$ cat config.mk
export PLATFORM = sky130hd
export DESIGN_NAME = mem_port_arbiter
export DESIGN_NICKNAME = d
export VERILOG_FILES = /design/src/rtl/mem_arb_pkg.sv /design/src/rtl/mem_ret_tracker.sv /design/src/rtl/mem_port_arbiter.sv
export SDC_FILE = /design/constraint.sdc
export NUM_CORES = 1
export LEC_CHECK = 0
export ABC_CLOCK_PERIOD_IN_PS = 4660
export CORE_AREA = 4 4 105 107
export CTS_BUF_LIST = sky130_fd_sc_hd__clkbuf_8
export DETAILED_ROUTE_END_ITERATION = 8
export DIE_AREA = 0 0 109 111
export GPL_TIMING_DRIVEN = 0
export PLACE_DENSITY = 0.79
export SETUP_SLACK_MARGIN = 0.02
export SLEW_MARGIN = 0
export SYNTH_ARGS = -nofsm -noshare
export SYNTH_HDL_FRONTEND = slang
export SYNTH_SLANG_ARGS = --single-unit
$ cat constraint.sdc
create_clock -name clk -period 4.66 [get_ports clk]
set_input_delay 0.466 -clock clk [delete_from_list [all_inputs] [get_ports clk]]
set_output_delay 0.466 -clock clk [all_outputs]
set_load 0.02 [all_outputs]
$ cat src/rtl/mem_arb_pkg.sv
`default_nettype none
// ============================================================================
// Module   : mem_arb_pkg
// Purpose  : Shared types and defaults for the memory port arbiter.
//            The state encoding, grant encoding and default geometry live here.
// Revision : 1.0 - initial release
// ============================================================================
package mem_arb_pkg;

  localparam int C_LINE_WORDS_DEF = 4;
  localparam int C_MEM_LAT_DEF    = 2;

  typedef enum logic [2:0] {
    ST_IDLE      = 3'd0,
    ST_IC_BURST  = 3'd1,
    ST_IC_DRAIN  = 3'd2,
    ST_DM_ACCESS = 3'd3,
    ST_DM_WAIT   = 3'd4
  } arb_state_t;

  typedef enum logic {
    GNT_IC = 1'b0,
    GNT_DM = 1'b1
  } grant_t;

endpackage
`default_nettype wire

$ cat src/rtl/mem_ret_tracker.sv
`default_nettype none
// ============================================================================
// Module   : mem_ret_tracker
// Purpose  : MEM_LAT-deep shift register of {valid, owner, widx, last} that
//            marks which requester owns the memory read data arriving on
//            each cycle. It shifts every cycle, and reset empties it so that
//            reads still in flight are dropped.
// Revision : 1.0 - initial release
// ============================================================================
module mem_ret_tracker
  import mem_arb_pkg::*;
#(
  parameter int MEM_LAT = C_MEM_LAT_DEF,
  parameter int IDX_W   = 2
) (
  input  logic             clk,
  input  logic             rst,
  input  logic             issue_valid,
  input  grant_t           issue_owner,
  input  logic [IDX_W-1:0] issue_widx,
  input  logic             issue_last,
  output logic             ret_valid,
  output grant_t           ret_owner,
  output logic [IDX_W-1:0] ret_widx,
  output logic             ret_last
);

  logic [MEM_LAT-1:0]            r_valid;
  logic [MEM_LAT-1:0]            r_owner;
  logic [MEM_LAT-1:0]            r_last;
  logic [MEM_LAT-1:0][IDX_W-1:0] r_widx;

  logic [MEM_LAT-1:0]            w_valid_nxt;
  logic [MEM_LAT-1:0]            w_owner_nxt;
  logic [MEM_LAT-1:0]            w_last_nxt;
  logic [MEM_LAT-1:0][IDX_W-1:0] w_widx_nxt;

  // A single-stage pipeline has nothing to shift in from below.
  generate
    if (MEM_LAT == 1) begin : g_lat1
      assign w_valid_nxt = issue_valid;
      assign w_owner_nxt = issue_owner;
      assign w_last_nxt  = issue_last;
      assign w_widx_nxt  = issue_widx;
    end else begin : g_latn
      assign w_valid_nxt = {r_valid[MEM_LAT-2:0], issue_valid};
      assign w_owner_nxt = {r_owner[MEM_LAT-2:0], issue_owner};
      assign w_last_nxt  = {r_last[MEM_LAT-2:0], issue_last};
      assign w_widx_nxt  = {r_widx[MEM_LAT-2:0], issue_widx};
    end
  endgenerate

  // Advance the tracker one stage per cycle; reset empties it.
  always_ff @(posedge clk or negedge rst) begin
    if (!rst) begin
      r_valid <= '0;
      r_owner <= '0;
      r_last  <= '0;
      r_widx  <= '0;
    end else begin
      r_valid <= w_valid_nxt;
      r_owner <= w_owner_nxt;
      r_last  <= w_last_nxt;
      r_widx  <= w_widx_nxt;
    end
  end

  assign ret_valid = r_valid[MEM_LAT-1];
  assign ret_owner = grant_t'(r_owner[MEM_LAT-1]);
  assign ret_widx  = r_widx[MEM_LAT-1];
  assign ret_last  = r_last[MEM_LAT-1];

endmodule
`default_nettype wire

$ cat src/rtl/mem_port_arbiter.sv
`default_nettype none
// ============================================================================
// Module   : mem_port_arbiter
// Purpose  : Shares one fixed-latency pipelined memory port between the
//            I-cache line refill (LINE_WORDS-read burst) and the data-side
//            single-word load/store path. Requests are never preempted.
//            An IDLE cycle separates any two grants.
// Config   : DM_PRIORITY_EN - when defined, the data path wins every tie;
//            otherwise ties are broken round robin on the last grant.
// Revision : 1.0 - initial release
// ============================================================================
module mem_port_arbiter
  import mem_arb_pkg::*;
#(
  parameter int ADDR_W     = 32,
  parameter int DATA_W     = 32,
  parameter int LINE_WORDS = C_LINE_WORDS_DEF,
  parameter int MEM_LAT    = C_MEM_LAT_DEF
) (
  input  logic                          clk,
  input  logic                          rst,
  input  logic                          ic_req,
  input  logic [ADDR_W-1:0]             ic_addr,
  output logic                          ic_rvalid,
  output logic [DATA_W-1:0]             ic_rdata,
  output logic [$clog2(LINE_WORDS)-1:0] ic_widx,
  output logic                          ic_done,
  input  logic                          dm_req,
  input  logic                          dm_we,
  input  logic [ADDR_W-1:0]             dm_addr,
  input  logic [DATA_W-1:0]             dm_wdata,
  input  logic [3:0]                    dm_be,
  output logic                          dm_rvalid,
  output logic [DATA_W-1:0]             dm_rdata,
  output logic                          dm_stall,
  output logic                          mem_en,
  output logic                          mem_we,
  output logic [ADDR_W-1:0]             mem_addr,
  output logic [DATA_W-1:0]             mem_wdata,
  output logic [3:0]                    mem_be,
  input  logic [DATA_W-1:0]             mem_rdata
);

  localparam int               IDX_W      = $clog2(LINE_WORDS);
  localparam logic [IDX_W-1:0] C_LAST_IDX = IDX_W'(LINE_WORDS - 1);

  arb_state_t              r_state;
  arb_state_t              w_state_nxt;
  logic [IDX_W-1:0]        r_cnt;
  logic [ADDR_W-IDX_W-1:0] r_ic_base;

  logic                    w_pick_dm;
  logic                    w_grant_ic;
  logic                    w_dm_store_done;

  logic                    w_issue_valid;
  grant_t                  w_issue_owner;
  logic [IDX_W-1:0]        w_issue_widx;
  logic                    w_issue_last;

  logic                    w_ret_valid;
  grant_t                  w_ret_owner;
  logic [IDX_W-1:0]        w_ret_widx;
  logic                    w_ret_last;

  // The word offset of the miss address is replaced by the burst counter.
  logic                    w_unused;
  assign w_unused = &{1'b0, ic_addr[IDX_W-1:0]};

`ifdef DM_PRIORITY_EN
  // Fixed priority: the data path wins every tie.
  assign w_pick_dm = dm_req;
`else
  grant_t r_last_grant;

  // On a tie, grant the requester that was not granted last.
  assign w_pick_dm = dm_req && (!ic_req || (r_last_grant == GNT_IC));

  // Remember which requester received the most recent grant.
  always_ff @(posedge clk or negedge rst) begin
    if (!rst) begin
      r_last_grant <= GNT_IC;
    end else if (r_state == ST_IDLE && w_state_nxt != ST_IDLE) begin
      r_last_grant <= (w_state_nxt == ST_DM_ACCESS) ? GNT_DM : GNT_IC;
    end
  end
`endif

  // Hold the state, the burst counter and the line base latched at grant.
  always_ff @(posedge clk or negedge rst) begin
    if (!rst) begin
      r_state   <= ST_IDLE;
      r_cnt     <= '0;
      r_ic_base <= '0;
    end else begin
      r_state <= w_state_nxt;
      if (w_grant_ic) begin
        r_ic_base <= ic_addr[ADDR_W-1:IDX_W];
        r_cnt     <= '0;
      end else if (r_state == ST_IC_BURST) begin
        r_cnt <= r_cnt + IDX_W'(1);
      end
    end
  end

  // Compute the next state and drive the memory port and the tracker inputs.
  always_comb begin
    w_state_nxt     = r_state;
    w_grant_ic      = 1'b0;
    w_dm_store_done = 1'b0;
    mem_en          = 1'b0;
    mem_we          = 1'b0;
    mem_addr        = '0;
    mem_wdata       = '0;
    mem_be          = 4'h0;
    w_issue_valid   = 1'b0;
    w_issue_owner   = GNT_IC;
    w_issue_widx    = '0;
    w_issue_last    = 1'b0;
    case (r_state)
      ST_IDLE: begin
        if (w_pick_dm) begin
          w_state_nxt = ST_DM_ACCESS;
        end else if (ic_req) begin
          w_state_nxt = ST_IC_BURST;
          w_grant_ic  = 1'b1;
        end
      end
      ST_IC_BURST: begin
        mem_en        = 1'b1;
        mem_addr      = {r_ic_base, r_cnt};
        mem_be        = 4'hF;
        w_issue_valid = 1'b1;
        w_issue_owner = GNT_IC;
        w_issue_widx  = r_cnt;
        w_issue_last  = (r_cnt == C_LAST_IDX);
        if (r_cnt == C_LAST_IDX) begin
          w_state_nxt = ST_IC_DRAIN;
        end
      end
      ST_IC_DRAIN: begin
        if (w_ret_valid && w_ret_owner == GNT_IC && w_ret_last) begin
          w_state_nxt = ST_IDLE;
        end
      end
      ST_DM_ACCESS: begin
        mem_en   = 1'b1;
        mem_we   = dm_we;
        mem_addr = dm_addr;
        if (dm_we) begin
          mem_wdata       = dm_wdata;
          mem_be          = dm_be;
          w_dm_store_done = 1'b1;
          w_state_nxt     = ST_IDLE;
        end else begin
          mem_be        = 4'hF;
          w_issue_valid = 1'b1;
          w_issue_owner = GNT_DM;
          w_state_nxt   = ST_DM_WAIT;
        end
      end
      ST_DM_WAIT: begin
        if (w_ret_valid && w_ret_owner == GNT_DM) begin
          w_state_nxt = ST_IDLE;
        end
      end
      default: w_state_nxt = ST_IDLE;
    endcase
  end

  mem_ret_tracker #(
    .MEM_LAT (MEM_LAT),
    .IDX_W   (IDX_W)
  ) u_ret_tracker (
    .clk         (clk),
    .rst         (rst),
    .issue_valid (w_issue_valid),
    .issue_owner (w_issue_owner),
    .issue_widx  (w_issue_widx),
    .issue_last  (w_issue_last),
    .ret_valid   (w_ret_valid),
    .ret_owner   (w_ret_owner),
    .ret_widx    (w_ret_widx),
    .ret_last    (w_ret_last)
  );

  // Steer returning read data to its owner; zero everything that is not valid.
  always_comb begin
    ic_rvalid = w_ret_valid && (w_ret_owner == GNT_IC);
    dm_rvalid = w_ret_valid && (w_ret_owner == GNT_DM);
    ic_rdata  = ic_rvalid ? mem_rdata : '0;
    ic_widx   = ic_rvalid ? w_ret_widx : '0;
    ic_done   = ic_rvalid && w_ret_last;
    dm_rdata  = dm_rvalid ? mem_rdata : '0;
    // Reset forces the stall low as well, so every output is 0 during reset.
    dm_stall  = rst && dm_req && !(w_dm_store_done || dm_rvalid);
  end

endmodule
`default_nettype wire

==> results.md <==
- Worst path bufs/invs: 3
- Synth unique cells: 30
- Largest net degree at the start of global routing: 39
- DIE HEIGHT: 111 um
- Main flop type after synthesis: dfrtp_1
- Vias in the first global route: 3462
- CTS tree: built
- Hold Fails Final Rpt: 0
- Die Wd: ~110 um
- Synth area leader: dfrtp_1
- R2r worst-path depth: 5
- Clock Skew: slightly above 0.009 ns
- I/O pin count: 277
- Die area: 12100 um^2
- Least-Margin Pin Slew: 0.574 ns
- Top area cells in the synthesized netlist: dfrtp_1, and2_1, mux2_4
- Critical path peak fanout: 10
- Layout Utilization: 0.600
- Number of flops mapped to enable cells by yosys: 0
- Worst path arrival time: 2.55 ns
- Ant. Diodes: 0
- Clock Latency Late Sink: 0.29 ns
- I/O Buffers: 274
- GPL Wtd Cong: 0.821
- Starting Density: 0.301
- Post-synth top area share: 0.377
- Postcts setup bufs: 0
- Max VDD drop: 0.119 mV
- Drt initial violations: 102
- Clk buf depth: 2
- Finished Layout Cells: 727
- Routed via count: ~3200
- TNS Setup: 0 ns
- Sink Count: 46
- Max-cap violations: 0
- Syn avg cell area: approximately 9.9 um^2
- Commonest non-fill, non-tap cell in the layout: clkdlybuf4s50_1
- Drt wl/cell: 16.1 um
- Status: finished, final reports clean
- Placed cells: 719
- Global-route wire length before repair: ~18000 um
- Detail Route Antenna Nets: 0
- Std cell rows: 37
- Sequential element share of the synthesized area: 0.377
- WHS: 0.0381 ns
- Leakage: 2.95 nW
- Critical R2R Launch: r_state[0]
- Overflow after GRT: 0
- Rel. slew slack: 0.618
- Peak Freq: between 300 and 400 MHz
- Tcrit/Tclk final: 0.647
- Syn. warnings: 0
- Number of CTS-inserted buffers: 5
- CP Capture Point: mem_wdata[14]
- CP startpoint: dm_we
- Reg2reg end: r_ic_base[14]
- Post-Syn Area: approximately 3000 um^2
- Commonest non-fill, non-tap cells in the layout: clkdlybuf4s50_1, and2_1, dfrtp_1, nor2_1
- CP Depth: 6
- Gr usage total: 0.187
- Syn nets: roughly 450
- Core area: just over 10000 um^2
- Nets: roughly 730
- CTS root buffer: clkbuf_8
- Resized cells post-CTS: 0
- Initial antenna violation count: 0
- CP peak stage delay: 0.61 ns
- RSZ-0062 raised after global routing: no
- Min Tclk post-route: 3.01 ns
- Power Density: 140 nW/um^2
- DRC viols: 0
- Post-Route WL: about 12000 um
- H-tree depth: 2
- Ys async rst share: 1.00
- Register-to-Register Setup Slack: roughly 3 ns
- Worst path cell trace: clkdlybuf4s50_1 > nand2_1 > nor2_1 > clkbuf_1 > and2_1 > clkdlybuf4s50_1
- Critical path class: primary input to primary output
- Startpoint types: primary input
- Worst hold path type: primary input to async pin
- Synth Instances: 308
- First drt pass iteration count: 4
- Slowest cell on the critical path: clkdlybuf4s50_1
- Synth-to-layout area growth: 99.5%
- Clk pin slew, worst setup/hold paths: 0.08 ns
- WP data required: between 4 and 5 ns
- Endpoint class of the critical path: primary output
- Yosys reg bits: 46
- Most used cell along the critical path: clkdlybuf4s50_1
- Final setup fails: 0
- Final HPWL DP: 10000 um
- Hold Buf Count CTS: 0
- Worst path top cell family by delay: buffers and inverters
- Max-slew violations: 0
- Proportion of layout cells with a drive suffix above 1: 0.0914
- Vias per inst: roughly 4.4
[state kept, by name, indices dropped and copies added, names as in the netlist]
signal and count:
u_ret_tracker.r_valid 2, r_cnt 2, u_ret_tracker.r_widx 2, u_ret_tracker.r_last 2, r_last_grant 1, r_state 3
u_ret_tracker.r_owner 2, u_ret_tracker.ret_widx 2, r_ic_base 30
[metal layers]
metal | GRT usage | part of all wire
met1 | 0.200 | 0.35
met2 | 0.346 | 0.53
met3 | 0.0646 | 0.10
met4 | 0.0446 | 0.016
met5 | 0 | 0
[cell type report]
type                    count  area [um^2]
flip-flops and latches     46         1150
multi-input cells         233         1750
clock buffers               5         68.8
plain buffers              26          139
well taps                 136          170
repair buffers            275         2760
fillers                   849         4050
clock inverters             3         37.5
inverters                   3         11.3
[synth_stat cells, drive strengths merged (2+ instances only)]
cell and number:
buf 14, mux2 30, and3 32, inv 3, o21ai 2, clkbuf 12, nor2 44, dfrtp 46
a21oi 4, and2 71, nand2 3, nor3b 2, mux2i 32
[stage by stage]
stage          setup WS (ns)  power (mW)  area [um^2]
6_report                1.65       0.853         6080
5_1_grt                 1.47       0.896         6080
3_3_place_gp           0.749       0.574         5960
4_1_cts                 1.60       0.865         6080
2_1_floorplan           2.81       0.448         3050
3_5_place_dp            1.60       0.580         5980
[where the power goes]
part	internal [mW]	leakage (nW)	switching, mW
clock	0.156	0.0607	0.127
sequential	0.409	0.618	0.00686
combinational	0.119	2.27	0.0354
[kinds of logic (layout without fill, tap and decap cells)]
family                     count (synthesis)  in the layout  synth area share
adders and majority gates                  1              1           0.00410
AOI/OAI and AO/OA                         12             12            0.0271
buffers and inverters                     29            312            0.0492
and+or+nand+nor                          157            157             0.289
DFF                                       46             46             0.377
muxes                                     62             62             0.250
xor gates and xnor gates                   1              1           0.00287
[worst min-delay path by stage]
stage | end | slack (ns) | depth (start not counted)
floorplan | r_cnt[0] | 0.17 | 0
global placement | u_ret_tracker.r_last[1] | 0.33 | 0
detailed placement | u_ret_tracker.r_last[1] | 0.33 | 0
CTS | r_ic_base[18] | 0.03 | 1
global route | r_ic_base[27] | 0.03 | 1
finish | r_ic_base[19] | 0.04 | 1
[worst reg2reg max path, stage by stage (launching register included)]
cell	delay [ns]
dfrtp_1	0.38
buf_6	0.14
nor4b_4	0.32
o21ai_2	0.18
buf_6	0.21
mux2_4	0.30
Power figures use the tool's default switching activity.
